===== src/rtl/alu_pkg.sv =====
// Shared types for the ALU op sequencer: opcode width, ALU opcode names
// and the sequencer FSM states.
package alu_pkg;

  localparam int unsigned ALU_OP_W = 4;

  // Legal ALU opcodes; any code with bit 3 set is illegal.
  typedef enum logic [ALU_OP_W-1:0] {
    AND = 4'd0,
    OR  = 4'd1,
    XOR = 4'd2,
    NOR = 4'd3,
    ADD = 4'd4,
    SUB = 4'd5,
    INC = 4'd6,
    DEC = 4'd7
  } alu_op_e;

  typedef enum logic [1:0] {
    IDLE = 2'd0,
    EXEC = 2'd1,
    RESP = 2'd2
  } seq_state_e;

endpackage : alu_pkg


===== src/rtl/alu_seq_regfile.sv =====
// Register file for the ALU op sequencer: NREGS x DW entries, two
// asynchronous read ports, one synchronous write port. Entry 0 reads as
// zero and ignores writes. Asynchronous active-low clear of all entries.
module alu_seq_regfile #(
  parameter int unsigned DW    = 32,
  parameter int unsigned NREGS = 8,
  localparam int unsigned AW   = $clog2(NREGS)
) (
  input  logic          clk,
  input  logic          rst_n,
  input  logic          i_we,
  input  logic [AW-1:0] i_waddr,
  input  logic [DW-1:0] i_wdata,
  input  logic [AW-1:0] i_raddr1,
  input  logic [AW-1:0] i_raddr2,
  output logic [DW-1:0] o_rdata1,
  output logic [DW-1:0] o_rdata2
);

  logic [DW-1:0] r_mem [NREGS];

  // Clear on reset; otherwise write the addressed entry unless it is r0.
  always_ff @(posedge clk or negedge rst_n) begin
    if (!rst_n) begin
      r_mem <= '{default: '0};
    end else if (i_we && (i_waddr != '0)) begin
      r_mem[i_waddr] <= i_wdata;
    end
  end

  assign o_rdata1 = (i_raddr1 == '0) ? '0 : r_mem[i_raddr1];
  assign o_rdata2 = (i_raddr2 == '0) ? '0 : r_mem[i_raddr2];

endmodule : alu_seq_regfile


===== src/rtl/alu_op_sequencer.sv =====
// ALU op sequencer: accepts register-form commands, reads operands from a
// local register file, drives an external combinational ALU for one cycle,
// writes the result back and returns it on a response handshake.
// One command in flight; FSM IDLE -> EXEC -> RESP -> IDLE.
// Optional feature macro ALU_SEQ_ZCNT_EN: adds zero_cnt[15:0], a saturating
// count of accepted responses with rsp_zero=1 and rsp_err=0.
module alu_op_sequencer
  import alu_pkg::*;
#(
  parameter int unsigned DW    = 32,
  parameter int unsigned NREGS = 8,
  localparam int unsigned AW   = $clog2(NREGS)
) (
  input  logic                clk,
  input  logic                rst_n,
  input  logic                cmd_valid,
  output logic                cmd_ready,
  input  logic [ALU_OP_W-1:0] cmd_op,
  input  logic [AW-1:0]       cmd_rd,
  input  logic [AW-1:0]       cmd_rs1,
  input  logic [AW-1:0]       cmd_rs2,
  output logic [DW-1:0]       alu_a,
  output logic [DW-1:0]       alu_b,
  output logic [ALU_OP_W-1:0] alu_ctrl,
  input  logic [DW-1:0]       alu_result,
  input  logic                alu_zero,
  output logic                rsp_valid,
  input  logic                rsp_ready,
  output logic [DW-1:0]       rsp_data,
  output logic                rsp_zero,
  output logic                rsp_err
`ifdef ALU_SEQ_ZCNT_EN
  ,
  output logic [15:0]         zero_cnt
`endif
);

  seq_state_e          r_state;
  logic [DW-1:0]       r_a;
  logic [DW-1:0]       r_b;
  logic [ALU_OP_W-1:0] r_op;
  logic [AW-1:0]       r_rd;
  logic [DW-1:0]       r_res;
  logic                r_zq;
  logic                r_err;

  logic [DW-1:0]       w_rdata1;
  logic [DW-1:0]       w_rdata2;
  logic                w_we;

  // Write back only during EXEC of a legal opcode (bit 3 clear).
  assign w_we = (r_state == EXEC) && !r_op[3];

  alu_seq_regfile #(
    .DW    (DW),
    .NREGS (NREGS)
  ) u_regfile (
    .clk      (clk),
    .rst_n    (rst_n),
    .i_we     (w_we),
    .i_waddr  (r_rd),
    .i_wdata  (alu_result),
    .i_raddr1 (cmd_rs1),
    .i_raddr2 (cmd_rs2),
    .o_rdata1 (w_rdata1),
    .o_rdata2 (w_rdata2)
  );

  // Sequencer FSM: latch command/operands, capture ALU result, hold response.
  always_ff @(posedge clk or negedge rst_n) begin
    if (!rst_n) begin
      r_state <= IDLE;
      r_a     <= '0;
      r_b     <= '0;
      r_op    <= '0;
      r_rd    <= '0;
      r_res   <= '0;
      r_zq    <= 1'b0;
      r_err   <= 1'b0;
    end else begin
      case (r_state)
        IDLE: begin
          if (cmd_valid) begin
            r_op    <= cmd_op;
            r_rd    <= cmd_rd;
            r_a     <= w_rdata1;
            r_b     <= w_rdata2;
            r_state <= EXEC;
          end
        end
        EXEC: begin
          if (!r_op[3]) begin
            r_res <= alu_result;
            r_zq  <= alu_zero;
            r_err <= 1'b0;
          end else begin
            r_res <= '0;
            r_zq  <= 1'b1;
            r_err <= 1'b1;
          end
          r_state <= RESP;
        end
        RESP: begin
          if (rsp_ready) begin
            r_state <= IDLE;
          end
        end
        default: r_state <= IDLE;
      endcase
    end
  end

  // Operand registers only change on command accept, so they already hold
  // their last values outside EXEC and can drive the ALU directly.
  assign alu_a     = r_a;
  assign alu_b     = r_b;
  assign alu_ctrl  = r_op;
  assign cmd_ready = (r_state == IDLE);
  assign rsp_valid = (r_state == RESP);
  assign rsp_data  = r_res;
  assign rsp_zero  = r_zq;
  assign rsp_err   = r_err;

`ifdef ALU_SEQ_ZCNT_EN
  logic [15:0] r_zero_cnt;
  logic        w_rsp_fire;

  assign w_rsp_fire = (r_state == RESP) && rsp_ready;

  // Count legal zero-result responses at handshake, saturating at all-ones.
  always_ff @(posedge clk or negedge rst_n) begin
    if (!rst_n) begin
      r_zero_cnt <= '0;
    end else if (w_rsp_fire && r_zq && !r_err && (r_zero_cnt != '1)) begin
      r_zero_cnt <= r_zero_cnt + 16'd1;
    end
  end

  assign zero_cnt = r_zero_cnt;
`endif

endmodule : alu_op_sequencer


===== config.mk =====
export PLATFORM = sky130hd
export DESIGN_NAME = alu_op_sequencer
export DESIGN_NICKNAME = d
export VERILOG_FILES = /design/src/rtl/alu_pkg.sv /design/src/rtl/alu_seq_regfile.sv /design/src/rtl/alu_op_sequencer.sv
export SDC_FILE = /design/constraint.sdc
export NUM_CORES = 1
export LEC_CHECK = 0
export BUFFER_PORTS_ARGS = -buffer_cell sky130_fd_sc_hd__buf_2
export CAP_MARGIN = 10
export CORE_MARGIN = 3
export CORE_UTILIZATION = 35
export DETAILED_ROUTE_END_ITERATION = 7
export HOLD_SLACK_MARGIN = 0.08
export SLEW_MARGIN = 20
export SYNTH_ARGS = -nofsm -noshare
export SYNTH_HDL_FRONTEND = slang
export SYNTH_HIERARCHICAL = 1
export SYNTH_SLANG_ARGS = --single-unit

===== constraint.sdc =====
create_clock -name clk -period 5.3 [get_ports clk]
set_clock_uncertainty 0.05 [all_clocks]
set_input_delay 0.53 -clock clk [delete_from_list [all_inputs] [get_ports clk]]
set_output_delay 0.53 -clock clk [all_outputs]
set_load 0.005 [all_outputs]

-- Word level (Yosys, flattened, before mapping)
Index checks and enable logic that the tools add are counted.
Widths: inputs -> output; s select.
- bits in registers: 363
- input bits: 50
- output and inout port bits: 104
- order comparisons: 4
- equality and inequality tests: 4
- mux-type cells: 17
- bitwise logic cells: 3
- reductions and logical operators: 10
- operators by type and width (cell ; number):
    $bwmux 256 ; 1
    $mux 32 ; 8
    $bmux 32 s3 ; 2
    $demux 32 s3 ; 1
    $ge 4x4->1 const B ; 3
    $not 3->4 ; 3
    $logic_not 3->1 ; 2
    $pmux 2 s3 ; 1
    $lt 4x1->1 const B ; 1
    $mux 2 ; 2
    $reduce_and 2->1 ; 2
    $logic_and 1x1->1 ; 3
    $reduce_bool 3->1 ; 1
    $eq 2x1->1 const B ; 1
    $eq 2x2->1 const B ; 1
    $logic_not 2->1 ; 1
    $mux 1 ; 2
    $ne 2x1->1 const B ; 1
    $ne 2x2->1 const B ; 1
    $logic_not 1->1 ; 1

-- Logic depth before layout (Yosys ltp)
Gate-level depths: netlist (run 1).
- depth in word-level cells: 6
- depth in mapped cells: 7
- depth with buffers taken out: 5

-- Cells and area by module
The synthesis (run 1) kept the hierarchy.
- modules (own cells, without submodules) (module ; instances ; cells each ; area each (µm²)):
    alu_seq_regfile ; 1 ; 875 ; 12111.6
    alu_op_sequencer ; 1 ; 269 ; 4628.2

-- Least setup slack after synthesis (run 1)
No wires, ideal clock.
- kind: input -> register
- from: input port cmd_rs1[1]
- to: register r_a[22], in the netlist alu_a[22]
- arrival time: 1.755 ns
- data required time: 5.125 ns
- path slack: 3.370 ns
- cell stages on the path: 6
- buffers on the path: 2
- cells stage by stage: buf_4 -> buf_2 -> mux2_2 -> a221oi_1 -> a221oi_1 -> mux2_4
- longest elaborated chain between the ends: 5
- elaborated cells on any way between the ends: 6
- those cells by class: mux: 4; bitwise: 1; reduce/logical: 1
- RTL lines (item ; RTL line ; RTL):
    start, declared ; alu_op_sequencer.sv:20 ; input logic [AW-1:0] cmd_rs1,
    $not 3->4 (implied by the code) ; alu_seq_regfile.sv:31 ; assign o_rdata1 = (i_raddr1 == '0) ? '0 : r_mem[i_raddr1];
    $bmux 32 s3 ; alu_seq_regfile.sv:31 ;
    $mux 32 (implied by the code) (2 in series) ; alu_seq_regfile.sv:31 ;
    $mux 32 * ; alu_seq_regfile.sv:31 ;
    via w_rdata1[22] ; alu_op_sequencer.sv:47 ; logic [DW-1:0] w_rdata1;
    end signal, assigned ; alu_op_sequencer.sv:86 ; r_a <= w_rdata1;
    end, declared ; alu_op_sequencer.sv:39 ; logic [DW-1:0] r_a;
The timed path passes the listed nets; every way through them passes the cells marked *. The select of a mux whose other input is x is not followed.
A chain may end at the register's enable or synchronous reset.

-- Worst setup path after layout (run 1)
- from: register r_state[1]
- to: register u_regfile/r_mem[212] (netlist name)
- longest elaborated chain between the ends: 3
- RTL lines (item ; RTL line ; RTL):
    start, declared ; alu_op_sequencer.sv:38 ; seq_state_e r_state;
    start signal, assigned ; alu_op_sequencer.sv:72 ; r_state <= IDLE;
    start signal, assigned ; alu_op_sequencer.sv:88 ; r_state <= EXEC;
    start signal, assigned ; alu_op_sequencer.sv:101 ; r_state <= RESP;
    $eq 2x1->1 ; alu_op_sequencer.sv:52 ; assign w_we = (r_state == EXEC) && !r_op[3];
    $logic_and 1x1->1 ; alu_op_sequencer.sv:52 ;
    via w_we ; alu_op_sequencer.sv:49 ; logic w_we;
    $logic_and 1x1->1 ; alu_seq_regfile.sv:26 ; end else if (i_we && (i_waddr != '0)) begin
    end signal, assigned by index ; alu_seq_regfile.sv:27 ; r_mem[i_waddr] <= i_wdata;
    end, declared ; alu_seq_regfile.sv:20 ; logic [DW-1:0] r_mem [NREGS];
The timed path passes the listed nets, and every way through them passes these cells.

==> results of run 1 <==
-- cell usage after synthesis, drive strengths merged --
library cell  number
mux2             392
dfrtp            331
mux2i            129
a221oi           124
buf               76
nor2b             33
clkbuf            26
and2b              4
inv                4
nand2              3
nand4b             3
nor2               3
a21oi              2
a22o               2
a31oi              2
and2               2
and4bb             1
nand2b             1
nand4              1
nor3               1
nor3b              1
nor4bb             1
o21ai              1
or2b               1
-- through the flow --
stage	hold WS [ns]	cells	util [%]
floorplan	0.184	1144	-
global placement	0.412	1827	38.1
detailed placement	0.421	1827	38.1
CTS	0.105	1897	40.9
global route	0.116	1899	40.9
finish	0.150	1899	40.9
-- where the power goes --
group / switching, mW / leakage, nW / internal [mW]
combinational: 1.35 / 4.07 / 2.14
clock: 1.09 / 0.654 / 1.66
sequential: 0.890 / 4.05 / 3.71
total: 3.33 / 8.77 / 7.52
-- metal layers --
metal | wire (um) | share of wire [%]
met1 | 21400 | 46
met4 | 895 | 1.9
met2 | 21800 | 47
met5 | 0 | 0
met3 | 2300 | 5.0
-- worst register-to-register path: cells and delay by family (launching register included) --
kind                   cells  cell delay, ns
AND/OR/NAND/NOR            4            1.59
buffers and inverters      1            0.47
flip-flops                 1            0.46
multiplexers               1            0.39
-- final timing paths --
check                                         start                               end  slack, ns  cells past startpoint
setup / recovery             r_state[1]$_DFFE_PN0P_  u_regfile/r_mem[212]$_DFFE_PN0P_       2.23                      6
hold / removal                            rsp_ready            r_state[1]$_DFFE_PN0P_       0.15                      2
setup reg to reg             r_state[1]$_DFFE_PN0P_  u_regfile/r_mem[212]$_DFFE_PN0P_       2.23                      6
hold reg to reg            rsp_data[13]$_DFFE_PN0N_          rsp_data[13]$_DFFE_PN0N_       0.43                      1
max in group asynchronous                     rst_n           alu_ctrl[3]$_DFFE_PN0P_       3.35                      3
min in group asynchronous                     rst_n              alu_b[9]$_DFFE_PN0P_       0.51                      2
-- kinds of logic (layout without fill, tap and decap cells) --
group	after synthesis	in the layout
mux	521	521
flops	331	331
compound gates	131	131
other cells	0	1
simple gates	55	55
buf+inv	106	253
-- final cells by class --
cell class | instances | area [um^2]
fillers | 4393 | 27700
flip-flops and latches | 331 | 8280
multi-input cells | 707 | 7760
clock buffers | 57 | 1200
repair buffers | 180 | 1040
well taps | 607 | 759
clock inverters | 12 | 116
inverters | 4 | 15.0
diodes | 1 | 2.50
-- repair_timing --
item	4_1_cts	5_1_grt
endpoints found under the setup margin	0	0
endpoints found under the hold margin	64	0
hold buffers	1	0
-- placed cells by master (no fill, tap or decap), drive strengths merged, types with 2 or more instances in the layout --
cell type    n
a21oi        2
a221oi     124
a22o         2
a31oi        2
and2         2
and2b        4
buf        179
bufinv       2
clkbuf      57
clkinv       9
dfrtp      331
inv          4
mux2       392
mux2i      129
nand2        3
nand4b       3
nor2         3
nor2b       33
-- registers in the layout (all words and copies together) (netlist names) --
signal           count
alu_a               32
alu_ctrl             4
r_state              2
r_rd                 3
u_regfile/r_mem    224
rsp_err              1
alu_b               32
rsp_data            32
rsp_zero             1
==> flow_summary.yaml, run 1 <==
run_status:
  status: "finished, final reports clean"
logic_synthesis:
  synth_compound_area_share_pct: 6.76
  synth_mux_area_share_pct: 37.0
  synth_top_area_share_pct: 49.5
  synth_top_family_by_area: "multiplexers"
  ys_warn_count: 6
  ys_seq_area_share_pct: 49.5
  yosysTopAreaCell: "dfrtp_1"
  synthDistinctLibCells: 30
  synth_nets: 1194
  synthSimpleGateAreaFrac_pct: 2.24
  syn-cell-area_um2: 16700
  syn-mean-instance-area_um2: 14.6
  syn_inst: 1144
  ys_ff_latch: 331
  synthXorXnorAreaFrac_pct: 0
  synth.area.top_cells: "dfrtp_1, mux2_2, mux2_4, mux2i_1, a221oi_1"
  synth-adder-area-share_pct: 0
timing:
  timing.slew.headroom_pct: 29.2
  slew_violations: 0
  tightest_slew_ns: 1.06
  rsz0062_at_grt: "no"
  finalSetupTns_ns: 0
  post-route-period-util_pct: 58.0
  setup-violations-final: 0
  layout_setup_ws_ns: 2.23
  hold_viol: 0
  fmax_mhz: 325
  period_needed_ns: 3.07
floorplan:
  die_w_um: 225
  start_util_pct: 35.7
  die-area_um2: 50500
  num_rows: 79
  ioPinCount: 154
  dieHeight_um: 225
  core_area_um2: 46900
worst_setup_path:
  crit_path_cell_trace: "nand2b_1 -> nor2_1 -> nand2_1 -> nor3_4 -> buf_4 -> mux2_2"
  path_delay_family: "simple AND/OR/NAND/NOR gates"
  critPathSlowestCell: "nor3_4"
  arrival_ns: 3.45
  critPathCaptureType: "register"
  crit_fanout: 18
  slowest_delay_ns: 0.71
  path_buf_inv: 1
  path_class: "register to register"
  start_kind: "register"
  crit_required_ns: 5.67
route:
  via_per_inst: 5.51
  num_vias: 10500
  drc: 0
  dr.pass1.iters: 5
  wl_um: 46400
  drt-initial-drc-count: 712
  ant_nets: 0
  wire_per_inst_um: 24.4
pwr:
  p_leak_nw: 8.77
  p_total_mw: 10.8
  peakVddDrop_uv: 263
  power_density_nw_per_um2: 566
placement:
  dpl.hpwl_um: 27600
  port_buffers: 153
  place_ws_ns: 2.17
  placed_area_um2: 17800
  routabilityCongestion: 0.737
global_route:
  gr-total-overflow: 0
  grt_use_total_pct: 18.3
  grt_use_met3_pct: 3.30
  antenna_found_initial: 1
  busiest_layer: "met2"
  grtUsageMet2_pct: 29.5
  grt_pass1_vias: 11100
  grt_max_degree: 154
  grt_pass1_wl_um: 70800
  use_met1_pct: 25.2
final_layout:
  fin_nets: 1313
  drive_above_1_share_pct: 47.6
  syn2layout_area_growth_pct: 14.5
  final_area_um2: 19200
clock_tree:
  cts_sinks: 331
  cts_buffers: 39
  post_cts_buffers: 0
  clock-root-buffer: "clkbuf_16"
  clk_pin_slew_ns: 0.06
  cts.htree.levels: 2
  cts_tree: "built"
  clkLatencyLatePin_ns: 0.54
  cts-resized-gates: 0
  cts_buffer_depth: 3
flow_run:
  drv_cap: 0
hold_path:
  worst_hold_path_type: "input port to register"
(Power assumes the default switching activity.)
==> run 2, diff against run 1 <==
- ABC_AREA: default -> 1
- clock period: 5.3 -> 2.8 ns (I/O delays scaled with it)
==> run 2 against run 1 <==
Power is 110% higher; clock power is 110% higher; utilization is 0.24 points higher; register-to-register slack worse by 1.6 ns; synthesized cell count is 140% higher; first-iteration DRC count grew to 2.8 times the previous value; cell count is 87% higher.
==> flow_summary.yaml, run 2 <==
final_layout:
  fin_nets: 2872
  syn2layout_area_growth_pct: 15.8
  top_register: "u_regfile/r_mem"
  final_util_pct: 41.2
  final_common_cell: "nand2_1"
  drive_above_1_share_pct: 10.7
  most-common-layout-cells: "nand2_1, nand3_1, dfrtp_1"
  largest_reg_flops: 256
  num_antenna_cells: 0
clock_tree:
  cts_tree: "built"
  cts_sinks: 363
  clk_pin_slew_ns: 0.06
  clock-root-buffer: "clkbuf_16"
  clkLatencyLatePin_ns: 0.57
  cts_hold_buffers: 45
  cts_buffers: 43
  cts.htree.levels: 2
  cts_buffer_depth: 3
  post_cts_buffers: 0
  cts-resized-gates: 0
timing:
  slew_violations: 0
  finalSetupTns_ns: 0
  timing.slew.headroom_pct: 31.4
  rsz0062_at_grt: "no"
  fmax_mhz: 457
  layout_setup_ws_ns: 0.613
  setup-violations-final: 0
  period_needed_ns: 2.19
  post-route-period-util_pct: 78.1
  hold_viol: 0
  tightest_slew_ns: 1.03
worst_setup_path:
  critPathSlowestCell: "dfrtp_1"
  crit_required_ns: 2.47
  path_delay_family: "buffers and inverters"
  arrival_ns: 1.86
  critPathCaptureType: "output pin"
  crit_fanout: 72
  start_kind: "register"
  slowest_delay_ns: 0.47
  path_class: "register to output pin"
  path_buf_inv: 2
  crit_path_cell_trace: "nor2_8 -> buf_12 -> buf_2"
placement:
  port_buffers: 153
  routabilityCongestion: 0.830
  place_ws_ns: 0.616
  dpl.hpwl_um: 38600
logic_synthesis:
  synth_edf_count: 0
  ys_seq_area_share_pct: 47.2
  synth_nets: 2795
  synthArstFlopShare_pct: 100
  synth_top_area_share_pct: 47.2
  ys_top_cells_by_count: "nand2_1, nand3_1, dfrtp_1"
  synthDistinctLibCells: 22
  syn-cell-area_um2: 19200
  synth_most_common_cell: "nand2_1"
  synth.area.top_cells: "dfrtp_1, nand2_1, nand3_1, inv_1, o21ai_0"
  syn_inst: 2745
  ys_warn_count: 6
  synth_flop_cell: "dfrtp_1"
  syn-mean-instance-area_um2: 7.01
  ys_ff_latch: 363
  yosysTopAreaCell: "dfrtp_1"
global_route:
  antenna_found_initial: 4
  grt_pass1_wl_um: 101000
  busiest_layer: "met2"
  use_met1_pct: 31.7
  grt_max_degree: 130
  grt_pass1_vias: 17400
  grt_use_met3_pct: 6.74
  grtUsageMet2_pct: 33.1
  grt_use_total_pct: 22.4
  gr-total-overflow: 0
route:
  drt-initial-drc-count: 1984
  dr.pass1.iters: 6
  via_per_inst: 5.08
  wl_um: 65000
  num_vias: 18000
  drc: 0
  wire_per_inst_um: 18.3
  ant_nets: 0
floorplan:
  dieHeight_um: 240
  die-area_um2: 57800
  ioPinCount: 154
  num_rows: 85
  start_util_pct: 35.5
  die_w_um: 240
  core_area_um2: 54100
flow_run:
  drv_cap: 0
run_status:
  status: "finished, final reports clean"
pwr:
  p_total_mw: 22.5
  peakVddDrop_uv: 709
  power_frac_comb_pct: 34.4
  internal_power_mw: 13.9
  sequentialPowerShare_pct: 40.0
  power_frac_clock_pct: 25.6
  p_sw_mw: 8.65
  p_sw_share_pct: 38.4
  p_leak_nw: 12.4
  power_density_nw_per_um2: 1010
hold_path:
  worst_hold_path_type: "input port to async pin"
==> run 2: logic make-up (layout without fill, tap and decap cells) <==
family,Yosys count,count (layout),share of synthesized area [%]
buffers and inverters,509,620,11.1
flip-flops,363,363,47.2
AND/OR/NAND/NOR,1615,1615,34.5
AO/OA/AOI/OAI,258,258,7.22
==> run 2: final cells by class <==
cell class,instances,area [um^2]
multi-input combinational,1873,8020
fill,5508,31900
tap,696,871
inverter,299,1120
clock buffer,65,1260
sequential,363,9080
timing repair buffer,242,1750
clock inverter,14,173
==> run 2: layer usage <==
metal,up-vias,share of wire (%)
li1,8621,-
met1,8440,45
met2,829,42
met3,140,11
met4,6,2.6
met5,-,0.078
==> run 2: power by group through the flow <==
| stage | Clock [mW] | Sequential (mW) | Combinational [mW] |
|---|---|---|---|
| floorplan | 0 | 8.72 | 5.22 |
| global placement | 0 | 8.99 | 7.46 |
| detailed placement | 0 | 9.05 | 7.66 |
| CTS | 5.90 | 8.99 | 7.76 |
| global route | 6.12 | 9.28 | 8.97 |
| finish | 5.77 | 9.01 | 7.75 |
==> run 2: worst reg2reg max path: stages (launching register included) <==
cell and delay, ns:
dfrtp_1 0.47, inv_2 0.12, nand2_4 0.07, nor2_1 0.15, inv_1 0.07, nor2_2 0.16, nand2_2 0.39, buf_12 0.38
nand2_1 0.11, o21ai_0 0.07
==> run 2: per-stage QoR <==
step	instances	hold slack [ns]	area, um^2
global placement	3428	0.129	20400
global route	3552	0.156	22300
detailed placement	3428	0.136	20400
CTS	3552	0.119	22300
finish	3552	0.135	22300
floorplan	2745	-0.0656	19200
==> run 2: worst paths after layout <==
path	from	to	slack, ns	depth (start not counted)
hold reg to reg	u_regfile/r_mem[229]$_DFFE_PN0P_	u_regfile/r_mem[229]$_DFFE_PN0P_	0.32	0
setup reg to reg	r_state[1]$_DFFE_PN0P_	u_regfile/r_mem[190]$_DFFE_PN0P_	0.63	9
hold / removal	rst_n	alu_b[28]$_DFFE_PN0P_	0.14	2
min in group clk	cmd_rs2[0]	alu_b[14]$_DFFE_PN0P_	0.29	8
max in group asynchronous	rst_n	u_regfile/r_mem[37]$_DFFE_PN0P_	1.65	3
setup / recovery	r_state[1]$_DFFE_PN0P_	cmd_ready	0.61	3
